<file path="src/rtl/boxhead_pkg.sv">
// Shared game constants, player state encoding and blood arithmetic helper
// for the player damage path and the per-enemy gamelogic.
package boxhead_pkg;

  localparam int ENEMY_NUM         = 4;
  localparam int SPRITE_SIZE       = 26;
  localparam int PLAYER_FULL_BLOOD = 100;
  localparam int ENEMY_HIT_DAMAGE  = 10;
  localparam int INVULN_FRAMES     = 30;
  localparam int DEATH_FRAMES      = 60;
  localparam int REGEN_PERIOD      = 60;

  typedef enum logic [1:0] {
    ALIVE = 2'd0,
    HURT  = 2'd1,
    DYING = 2'd2,
    OVER  = 2'd3
  } player_state_t;

  // Blood never wraps below zero.
  function automatic logic [6:0] sat_sub_blood(input logic [6:0] blood, input logic [6:0] dmg);
    return (blood > dmg) ? blood - dmg : 7'd0;
  endfunction

endpackage

</file>
<file path="src/rtl/player_contact_detect.sv">
// Combinational enemy/player bounding-box overlap test with a lowest-index
// priority encoder over the contacting enemies.
module player_contact_detect #(
  parameter int ENEMY_NUM   = 4,
  parameter int SPRITE_SIZE = 26,
  parameter int IDX_W       = $clog2(ENEMY_NUM)
) (
  input  logic [8:0]             player_x,
  input  logic [8:0]             player_y,
  input  logic [ENEMY_NUM*9-1:0] enemy_x,
  input  logic [ENEMY_NUM*9-1:0] enemy_y,
  input  logic [ENEMY_NUM-1:0]   enemy_alive,
  output logic [ENEMY_NUM-1:0]   contact,
  output logic                   any_contact,
  output logic [IDX_W-1:0]       lowest_idx
);

  localparam logic [9:0] SIZE = 10'(SPRITE_SIZE);

  logic [9:0] px;
  logic [9:0] py;

  // Ten-bit operands keep position + size from wrapping near the screen edge.
  assign px = {1'b0, player_x};
  assign py = {1'b0, player_y};

  for (genvar i = 0; i < ENEMY_NUM; i++) begin : g_enemy
    logic [9:0] ex;
    logic [9:0] ey;
    assign ex = {1'b0, enemy_x[9*i +: 9]};
    assign ey = {1'b0, enemy_y[9*i +: 9]};
    assign contact[i] = enemy_alive[i]
                        && (ex + SIZE >= px) && (ex <= px + SIZE)
                        && (ey + SIZE >= py) && (ey <= py + SIZE);
  end

  assign any_contact = |contact;

  always_comb begin
    lowest_idx = '0;
    for (int i = ENEMY_NUM - 1; i >= 0; i--) begin
      if (contact[i]) lowest_idx = IDX_W'(i);
    end
  end

endmodule

</file>
<file path="src/rtl/player_health_ctrl.sv">
// Player blood, invulnerability and death sequencing driven by enemy contact.
// Optional blood regeneration in ALIVE is built when PLAYER_REGEN_EN is defined.
module player_health_ctrl #(
  parameter int ENEMY_NUM         = boxhead_pkg::ENEMY_NUM,
  parameter int SPRITE_SIZE       = boxhead_pkg::SPRITE_SIZE,
  parameter int PLAYER_FULL_BLOOD = boxhead_pkg::PLAYER_FULL_BLOOD,
  parameter int ENEMY_HIT_DAMAGE  = boxhead_pkg::ENEMY_HIT_DAMAGE,
  parameter int INVULN_FRAMES     = boxhead_pkg::INVULN_FRAMES,
`ifdef PLAYER_REGEN_EN
  parameter int REGEN_PERIOD      = boxhead_pkg::REGEN_PERIOD,
`endif
  parameter int DEATH_FRAMES      = boxhead_pkg::DEATH_FRAMES
) (
  input  logic                         Clk,
  input  logic                         Reset,
  input  logic                         game_frame_clk_rising_edge,
  input  logic [8:0]                   Player_X,
  input  logic [8:0]                   Player_Y,
  input  logic [ENEMY_NUM*9-1:0]       Enemy_X,
  input  logic [ENEMY_NUM*9-1:0]       Enemy_Y,
  input  logic [ENEMY_NUM-1:0]         Enemy_Alive,
  output logic [6:0]                   Player_Blood,
  output logic                         Player_Alive,
  output logic                         Player_Is_Attacked,
  output logic [$clog2(ENEMY_NUM)-1:0] Hit_Enemy_Idx,
  output logic [7:0]                   Hit_Count,
  output logic                         Game_Over,
  output logic [1:0]                   dbg_state,
  output logic [ENEMY_NUM-1:0]         dbg_contact
);

  import boxhead_pkg::*;

  localparam int         IDX_W = $clog2(ENEMY_NUM);
  localparam logic [6:0] FULL  = 7'(PLAYER_FULL_BLOOD);
  localparam logic [6:0] DMG   = 7'(ENEMY_HIT_DAMAGE);
  localparam logic [7:0] INV   = 8'(INVULN_FRAMES);
  localparam logic [7:0] DEATH = 8'(DEATH_FRAMES);

  player_state_t    state, state_n;
  logic [6:0]       blood, blood_n;
  logic [7:0]       frame_cnt, frame_cnt_n;
  logic [IDX_W-1:0] idx, idx_n;
  logic [7:0]       hits, hits_n;
  logic             any_contact;
  logic [IDX_W-1:0] lowest_idx;
`ifdef PLAYER_REGEN_EN
  localparam logic [7:0] REGEN = 8'(REGEN_PERIOD);
  logic [7:0]       regen_cnt, regen_cnt_n;
`endif

  player_contact_detect #(
    .ENEMY_NUM   (ENEMY_NUM),
    .SPRITE_SIZE (SPRITE_SIZE),
    .IDX_W       (IDX_W)
  ) u_contact (
    .player_x    (Player_X),
    .player_y    (Player_Y),
    .enemy_x     (Enemy_X),
    .enemy_y     (Enemy_Y),
    .enemy_alive (Enemy_Alive),
    .contact     (dbg_contact),
    .any_contact (any_contact),
    .lowest_idx  (lowest_idx)
  );

  always_ff @(posedge Clk) begin
    if (Reset) begin
      state     <= ALIVE;
      blood     <= FULL;
      frame_cnt <= '0;
      idx       <= '0;
      hits      <= '0;
`ifdef PLAYER_REGEN_EN
      regen_cnt <= '0;
`endif
    end else begin
      state     <= state_n;
      blood     <= blood_n;
      frame_cnt <= frame_cnt_n;
      idx       <= idx_n;
      hits      <= hits_n;
`ifdef PLAYER_REGEN_EN
      regen_cnt <= regen_cnt_n;
`endif
    end
  end

  always_comb begin
    state_n     = state;
    blood_n     = blood;
    frame_cnt_n = frame_cnt;
    idx_n       = idx;
    hits_n      = hits;
`ifdef PLAYER_REGEN_EN
    regen_cnt_n = regen_cnt;
`endif
    if (game_frame_clk_rising_edge) begin
      case (state)
        ALIVE: begin
          // Simultaneous contacts still cost a single hit.
          if (any_contact) begin
            idx_n   = lowest_idx;
            hits_n  = (hits == 8'hFF) ? hits : hits + 8'd1;
            blood_n = sat_sub_blood(blood, DMG);
`ifdef PLAYER_REGEN_EN
            regen_cnt_n = '0;
`endif
            if (blood_n == '0) begin
              state_n     = DYING;
              frame_cnt_n = DEATH;
            end else begin
              state_n     = HURT;
              frame_cnt_n = INV;
            end
          end
`ifdef PLAYER_REGEN_EN
          else if (regen_cnt == REGEN - 8'd1) begin
            regen_cnt_n = '0;
            if (blood < FULL) blood_n = blood + 7'd1;
          end else begin
            regen_cnt_n = regen_cnt + 8'd1;
          end
`endif
        end
        HURT: begin
          frame_cnt_n = frame_cnt - 8'd1;
          if (frame_cnt == 8'd1) state_n = ALIVE;
        end
        DYING: begin
          frame_cnt_n = frame_cnt - 8'd1;
          if (frame_cnt == 8'd1) state_n = OVER;
        end
        default: ;
      endcase
    end
  end

  assign Player_Blood       = blood;
  assign Player_Alive       = (state == ALIVE) || (state == HURT);
  assign Player_Is_Attacked = (state == HURT);
  assign Hit_Enemy_Idx      = idx;
  assign Hit_Count          = hits;
  assign Game_Over          = (state == OVER);
  assign dbg_state          = state;

endmodule

</file>
<file path="config.mk">
export PLATFORM = sky130hd
export DESIGN_NAME = player_health_ctrl
export DESIGN_NICKNAME = d
export VERILOG_FILES = /design/src/rtl/boxhead_pkg.sv /design/src/rtl/player_contact_detect.sv /design/src/rtl/player_health_ctrl.sv
export SDC_FILE = /design/constraint.sdc
export NUM_CORES = 1
export LEC_CHECK = 0
export CAP_MARGIN = 5
export CORE_MARGIN = 5
export CORE_UTILIZATION = 50
export DETAILED_ROUTE_END_ITERATION = 8
export GPL_TIMING_DRIVEN = 0
export PLACE_DENSITY = 0.79
export SETUP_SLACK_MARGIN = 0.15
export SYNTH_ARGS = -nofsm -noshare
export SYNTH_HDL_FRONTEND = slang
export SYNTH_HIERARCHICAL = 1
export SYNTH_SLANG_ARGS = --single-unit
</file>
<file path="constraint.sdc">
create_clock -name Clk -period 13.5 [get_ports Clk]
set_input_delay 2.7 -clock Clk [delete_from_list [all_inputs] [get_ports Clk]]
set_output_delay 2.7 -clock Clk [all_outputs]
set_load 0.05 [all_outputs]
</file>
[Word-level counts from Yosys, hierarchy flattened]
Index checks and enable logic that the tools add are counted.
Storage, ports and cells
  bits in registers: 27
  word-level logic and storage cells: 84
  output and inout port bits: 26
Cells by class
  muxes and demuxes: 13
  reductions and logical operators: 27
  bitwise operators: 1
  add/sub/neg operators: 13
  equality and inequality tests: 8
  $lt $le $gt $ge: 17
Operator list (count)
  adder 9 x 5 -> 10 bit (second input constant): 10
  greater-or-equal comparator 10 x 9 -> 1 bit: 8
  <= comparator 9 x 10 -> 1 bit: 8
  logical AND 1 bit: 16
  2-to-1 mux 2 bit: 8
  one-hot mux 8 bit (2 select lines): 1
  adder 8 x 1 -> 8 bit (second input constant): 1
  == test 8 x 1 -> 1 bit (second input constant): 1
  == test 8 bit (second input constant): 1
  2-to-1 mux 8 bit: 1
  subtractor 8 x 1 -> 8 bit (second input constant): 1
  > comparator 7 x 4 -> 1 bit (second input constant): 1
  zero test 7 bit: 1
  2-to-1 mux 7 bit: 1
  subtractor 7 x 4 -> 7 bit (second input constant): 1
  2-to-1 mux 6 bit: 1
  one-hot mux 2 bit (3 select lines): 1
  AND reduction 3 bit: 2
  AND reduction 5 bit: 1
  == test 2 bit (second input constant): 2
  != test 2 bit (second input constant): 2
  AND reduction 4 bit: 1
  OR reduction 4 bit: 1
  nonzero test 3 bit: 1
  other kinds (7): 7

[Longest topological paths before layout]
  depth in word-level cells: 10
  mapped depth: 17
  depth with buffers taken out: 16

[Hierarchy]
The synthesis kept the hierarchy.
By module, submodules not included
  player_contact_detect: cells an instance 523, instances 1, area each 4252.8 um^2, sequential area each 0.0 um^2
  player_health_ctrl: cells an instance 172, instances 1, area each 1488.9 um^2, sequential area each 540.5 um^2

[Worst setup path before layout]
Ideal clock, no wire load.
  path type: input port to output port
  start point: input port Player_X[1]
  end point: output port dbg_contact[2]
  stages: 9
  path slack: 4.618 ns
  data required time: 10.800 ns
  arrival time: 6.182 ns
  path through: ha_1 nor3_2 nor3_1 xnor2_1 ha_1 and3_1 a221oi_1 a211oi_1 nor4b_1
Between the ends
  longest elaborated chain between the ends: 5
  elaborated cells on any way between the ends: 7
  classes of those cells: add/sub (1); order compare (2); reduce/logical (4)
Ends and longest elaborated chain
  from (decl): RTL line player_health_ctrl.sv:17  | input logic [8:0] Player_X,
  adder 9 x 5 -> 10 bit / greater-or-equal comparator 10 x 9 -> 1 bit (equally long branches): RTL line player_contact_detect.sv:33  | && (ex + SIZE >= px) && (ex <= px + SIZE)
  <= comparator 9 x 10 -> 1 bit / logical AND 1 bit (equally long branches): RTL line player_contact_detect.sv:33
  logical AND 1 bit *: RTL line player_contact_detect.sv:33
  logical AND 1 bit * (2 in a row): RTL line player_contact_detect.sv:34  | && (ey + SIZE >= py) && (ey <= py + SIZE);
  to (decl): RTL line player_health_ctrl.sv:29  | output logic [ENEMY_NUM-1:0] dbg_contact
Mark *: on every way between the ends. The rest lies on a longest branch, timed or not.

[Final worst setup path]
  start point: input port Player_Y[1]
  end point: output port dbg_contact[0]
Between the ends
  longest elaborated chain between the ends: 3
  elaborated cells on any way between the ends: 5
  classes of those cells: add/sub (1); order compare (2); reduce/logical (2)
Ends and longest elaborated chain
  from (decl): RTL line player_health_ctrl.sv:18  | input logic [8:0] Player_Y,
  adder 9 x 5 -> 10 bit / greater-or-equal comparator 10 x 9 -> 1 bit (equally long branches): RTL line player_contact_detect.sv:34
  <= comparator 9 x 10 -> 1 bit / logical AND 1 bit (equally long branches): RTL line player_contact_detect.sv:34
  logical AND 1 bit *: RTL line player_contact_detect.sv:34
Marked as above.

==> results.ini <==
[drt]
vias=5771
drc=0
wl_per_cell_um=17.1
wirelength_um=16500
ant_nets=0
routed_via_density=5.99
drt_iter0_drc=403
first_pass_iters=7

[grt]
antenna_found_initial=0
grt_max_degree=16
grt_pass1_wl_um=27200
grt_overflow_total=0
grt_pass1_vias=5938
grt_usage_pct=24.0

[timing]
finalClockSkew_ns=0.00262
period_share_pct=72.6
period_needed_ns=9.80
fin_tns_setup_ns=0
rsz0062_at_grt=false
finalSetupViolations=0
hold_viol=0
max_freq_mhz=102
relSlewSlack_pct=44.7
slew_viol_final=0
tightest_slew_ns=0.819

[synthesis]
yosys_warnings=6
syn_nets=946
synth-main-ff-cell=dfxtp_1
synth.distinct_cells=65
synth-edff-count=0
synth.avg_cell_area_sq_um=8.26
synthArstFlopShare_pct=0
netlist_area_sq_mm=0.00574
ys_ff_latch=27
syn_inst=695
ys_seq_area_share_pct=9.41

[cells_and_area]
syn_to_final_growth_pct=25.8
fin_util_pct=63.8
fin_cells=964
diodes=0
final_layout_size_suffix_gt1_share_pct=3.53
nets=1073

[cts]
cts_sinks=27
insertion_delay_ns=0.26
h-tree-depth=1
hold_buffers=0
numCtsBuffers=3
cts_resized=0
cts_tree=yes
clk_path_buf_depth=2
post_cts_buffers=0
cts-root-buf=clkbuf_16
clk_pin_slew_worst_paths_ns=0.06

[critical_path]
crit_fanout=7
crit_arrival_ns=7.10
crit_chain=clkdlybuf4s50_1 -> a21oi_1 -> nand2_1 -> nand2_1 -> xnor2_1 -> ha_1 -> a2111o_1 -> a31oi_1 -> o311ai_0 -> a211oi_1 -> clkdlybuf4s50_1
cp.buffers_inverters=2
cp_slowest_cell=clkdlybuf4s50_1
cpLargestDelayFamily=compound AO/OA/AOI/OAI gates
worstSetupStartpointType=input pin
cp_slowest_stage_delay_ns=0.92
crit_type=input pin to output port
endpoint_kind=output port
required_ns=10.80

[floorplanning]
start_util_pct=50.7
io_pins=123
rows=39
core_sq_mm=0.0113
die_y_um=117
die_w_um=117
dieArea_sq_mm=0.0137

[pwr]
power_uw=537
p_per_area_mw_per_mm2=74.4
ir_worst_vdd_uv=73.5
p_leak_nw=3.18

[run_status]
status=finished clean

[placed_design]
place_inst=960
portBuffers=122
dpl.hpwl_um=14000
gp_congestion=0.941

[job]
drv_cap=0

[min_path]
hp-class=flip-flop to flip-flop

-- power by group --
group	total (mW)	switching [mW]	internal [mW]
combinational	0.365	0.205	0.160
clock	0.0670	0.0270	0.0400
sequential	0.106	0.0138	0.0918
total	0.537	0.245	0.292
-- worst min-delay path: stages (launching register included) --
cell	delay, ns
dfxtp_1	0.32
nand2_1	0.06
a21oi_1	0.05
-- flip-flops by register name, indices dropped and copies added (netlist names) --
name and cells:
Hit_Count 8, frame_cnt 8, Player_Blood 7, Hit_Enemy_Idx 2, dbg_state 2
-- synthesized netlist by cell type (8+ instances only) --
| library cell | instances | area (sq um) |
|---|---|---|
| o21ai_0 | 22 | 110 |
| and4_1 | 8 | 70.1 |
| a211oi_1 | 13 | 97.6 |
| a21o_1 | 16 | 120 |
| nor3_1 | 19 | 95.1 |
| nand2_1 | 40 | 150 |
| nand2b_1 | 16 | 100 |
| nor2_1 | 24 | 90.1 |
| nand4_1 | 18 | 113 |
| o21a_1 | 9 | 67.6 |
| ha_1 | 154 | 1930 |
| nand3_1 | 21 | 105 |
| inv_1 | 46 | 173 |
| xnor2_1 | 47 | 412 |
| dfxtp_1 | 27 | 541 |
| a21oi_1 | 58 | 290 |
| xor2_1 | 22 | 193 |
| nor2b_1 | 15 | 93.8 |
-- layout by cell type, fill, tap and decap left out, types with 4 or more instances in the layout --
| master | netlist | layout |
|---|---|---|
| and4_1 | 8 | 8 |
| o21ai_1 | 4 | 4 |
| nand4_1 | 18 | 18 |
| nor2_1 | 24 | 24 |
| a31oi_1 | 5 | 5 |
| xor2_1 | 22 | 22 |
| o31ai_1 | 6 | 6 |
| ha_1 | 154 | 154 |
| and3_1 | 6 | 6 |
| nor3_1 | 19 | 19 |
| a21o_1 | 16 | 16 |
| nor2b_1 | 15 | 15 |
| o211ai_1 | 4 | 4 |
| a21oi_1 | 58 | 58 |
| or3_1 | 6 | 6 |
| o21a_1 | 9 | 9 |
| xnor2_1 | 47 | 47 |
| nand2b_1 | 16 | 16 |
| or4_1 | 6 | 6 |
| clkdlybuf4s50_1 | 0 | 122 |
| o21bai_1 | 6 | 6 |
| nand3_1 | 21 | 21 |
| o21ai_0 | 22 | 22 |
| a211o_1 | 6 | 6 |
| clkbuf_1 | 4 | 4 |
| dfxtp_1 | 27 | 27 |
| a211oi_1 | 13 | 13 |
| nand2_1 | 40 | 40 |
| inv_2 | 4 | 4 |
| nand3b_1 | 6 | 6 |
| inv_1 | 46 | 46 |
-- final cells by class --
type / instances / area, sq um
clock inverter: 1 / 5.00
fill: 950 / 4100
tap: 143 / 179
inverter: 50 / 188
clock buffer: 3 / 75.1
multi-input combinational: 612 / 4990
sequential: 27 / 541
timing repair buffer: 122 / 1220
buffer: 6 / 25.0
-- routing by layer --
metal / track usage [%] / part of all wire, % / wire (um) / vias to the layer above
met3: 2.21 / 6.2 / 1030 / 34
met2: 42.0 / 47 / 7760 / 229
met5: 0 / 0 / 0 / -
li1: - / - / - / 2875
met4: 8.26 / 2.6 / 430 / 0
met1: 30.7 / 44 / 7310 / 2633
-- path summary, 6_finish.rpt --
kind	start	end	slack, ns	cells past startpoint
max	Player_Y[1]	dbg_contact[0]	3.70	11
min	Hit_Enemy_Idx[0]$_SDFFE_PP0P_	Hit_Enemy_Idx[0]$_SDFFE_PP0P_	0.47	2
max reg2reg	Player_Blood[1]$_SDFFE_PP0P_	frame_cnt[1]$_SDFFE_PP0P_	11.36	6
min reg2reg	Hit_Enemy_Idx[0]$_SDFFE_PP0P_	Hit_Enemy_Idx[0]$_SDFFE_PP0P_	0.47	2
-- stage by stage --
| stage | instance area, sq um | hold WS, ns | setup WS (ns) |
|---|---|---|---|
| after CTS | 7220 | 0.479 | 3.78 |
| final | 7220 | 0.472 | 3.70 |
| after global routing | 7220 | 0.516 | 3.55 |
| after floorplan | 5740 | 0.479 | 4.62 |
| after global placement | 7140 | 0.467 | 3.84 |
| after detailed placement | 7140 | 0.469 | 3.81 |
-- logic make-up (layout without fill, tap and decap cells) --
group | count (synthesis) | after routing | share of synthesized area, %
DFF | 27 | 27 | 9.41
xor gates and xnor gates | 69 | 69 | 10.5
muxes | 3 | 3 | 0.545
AOI/OAI and AO/OA | 184 | 184 | 22.4
buffers and inverters | 56 | 182 | 3.70
adders and majority gates | 154 | 154 | 33.6
and+or+nand+nor | 202 | 202 | 19.8
(Power assumes the default switching activity.)
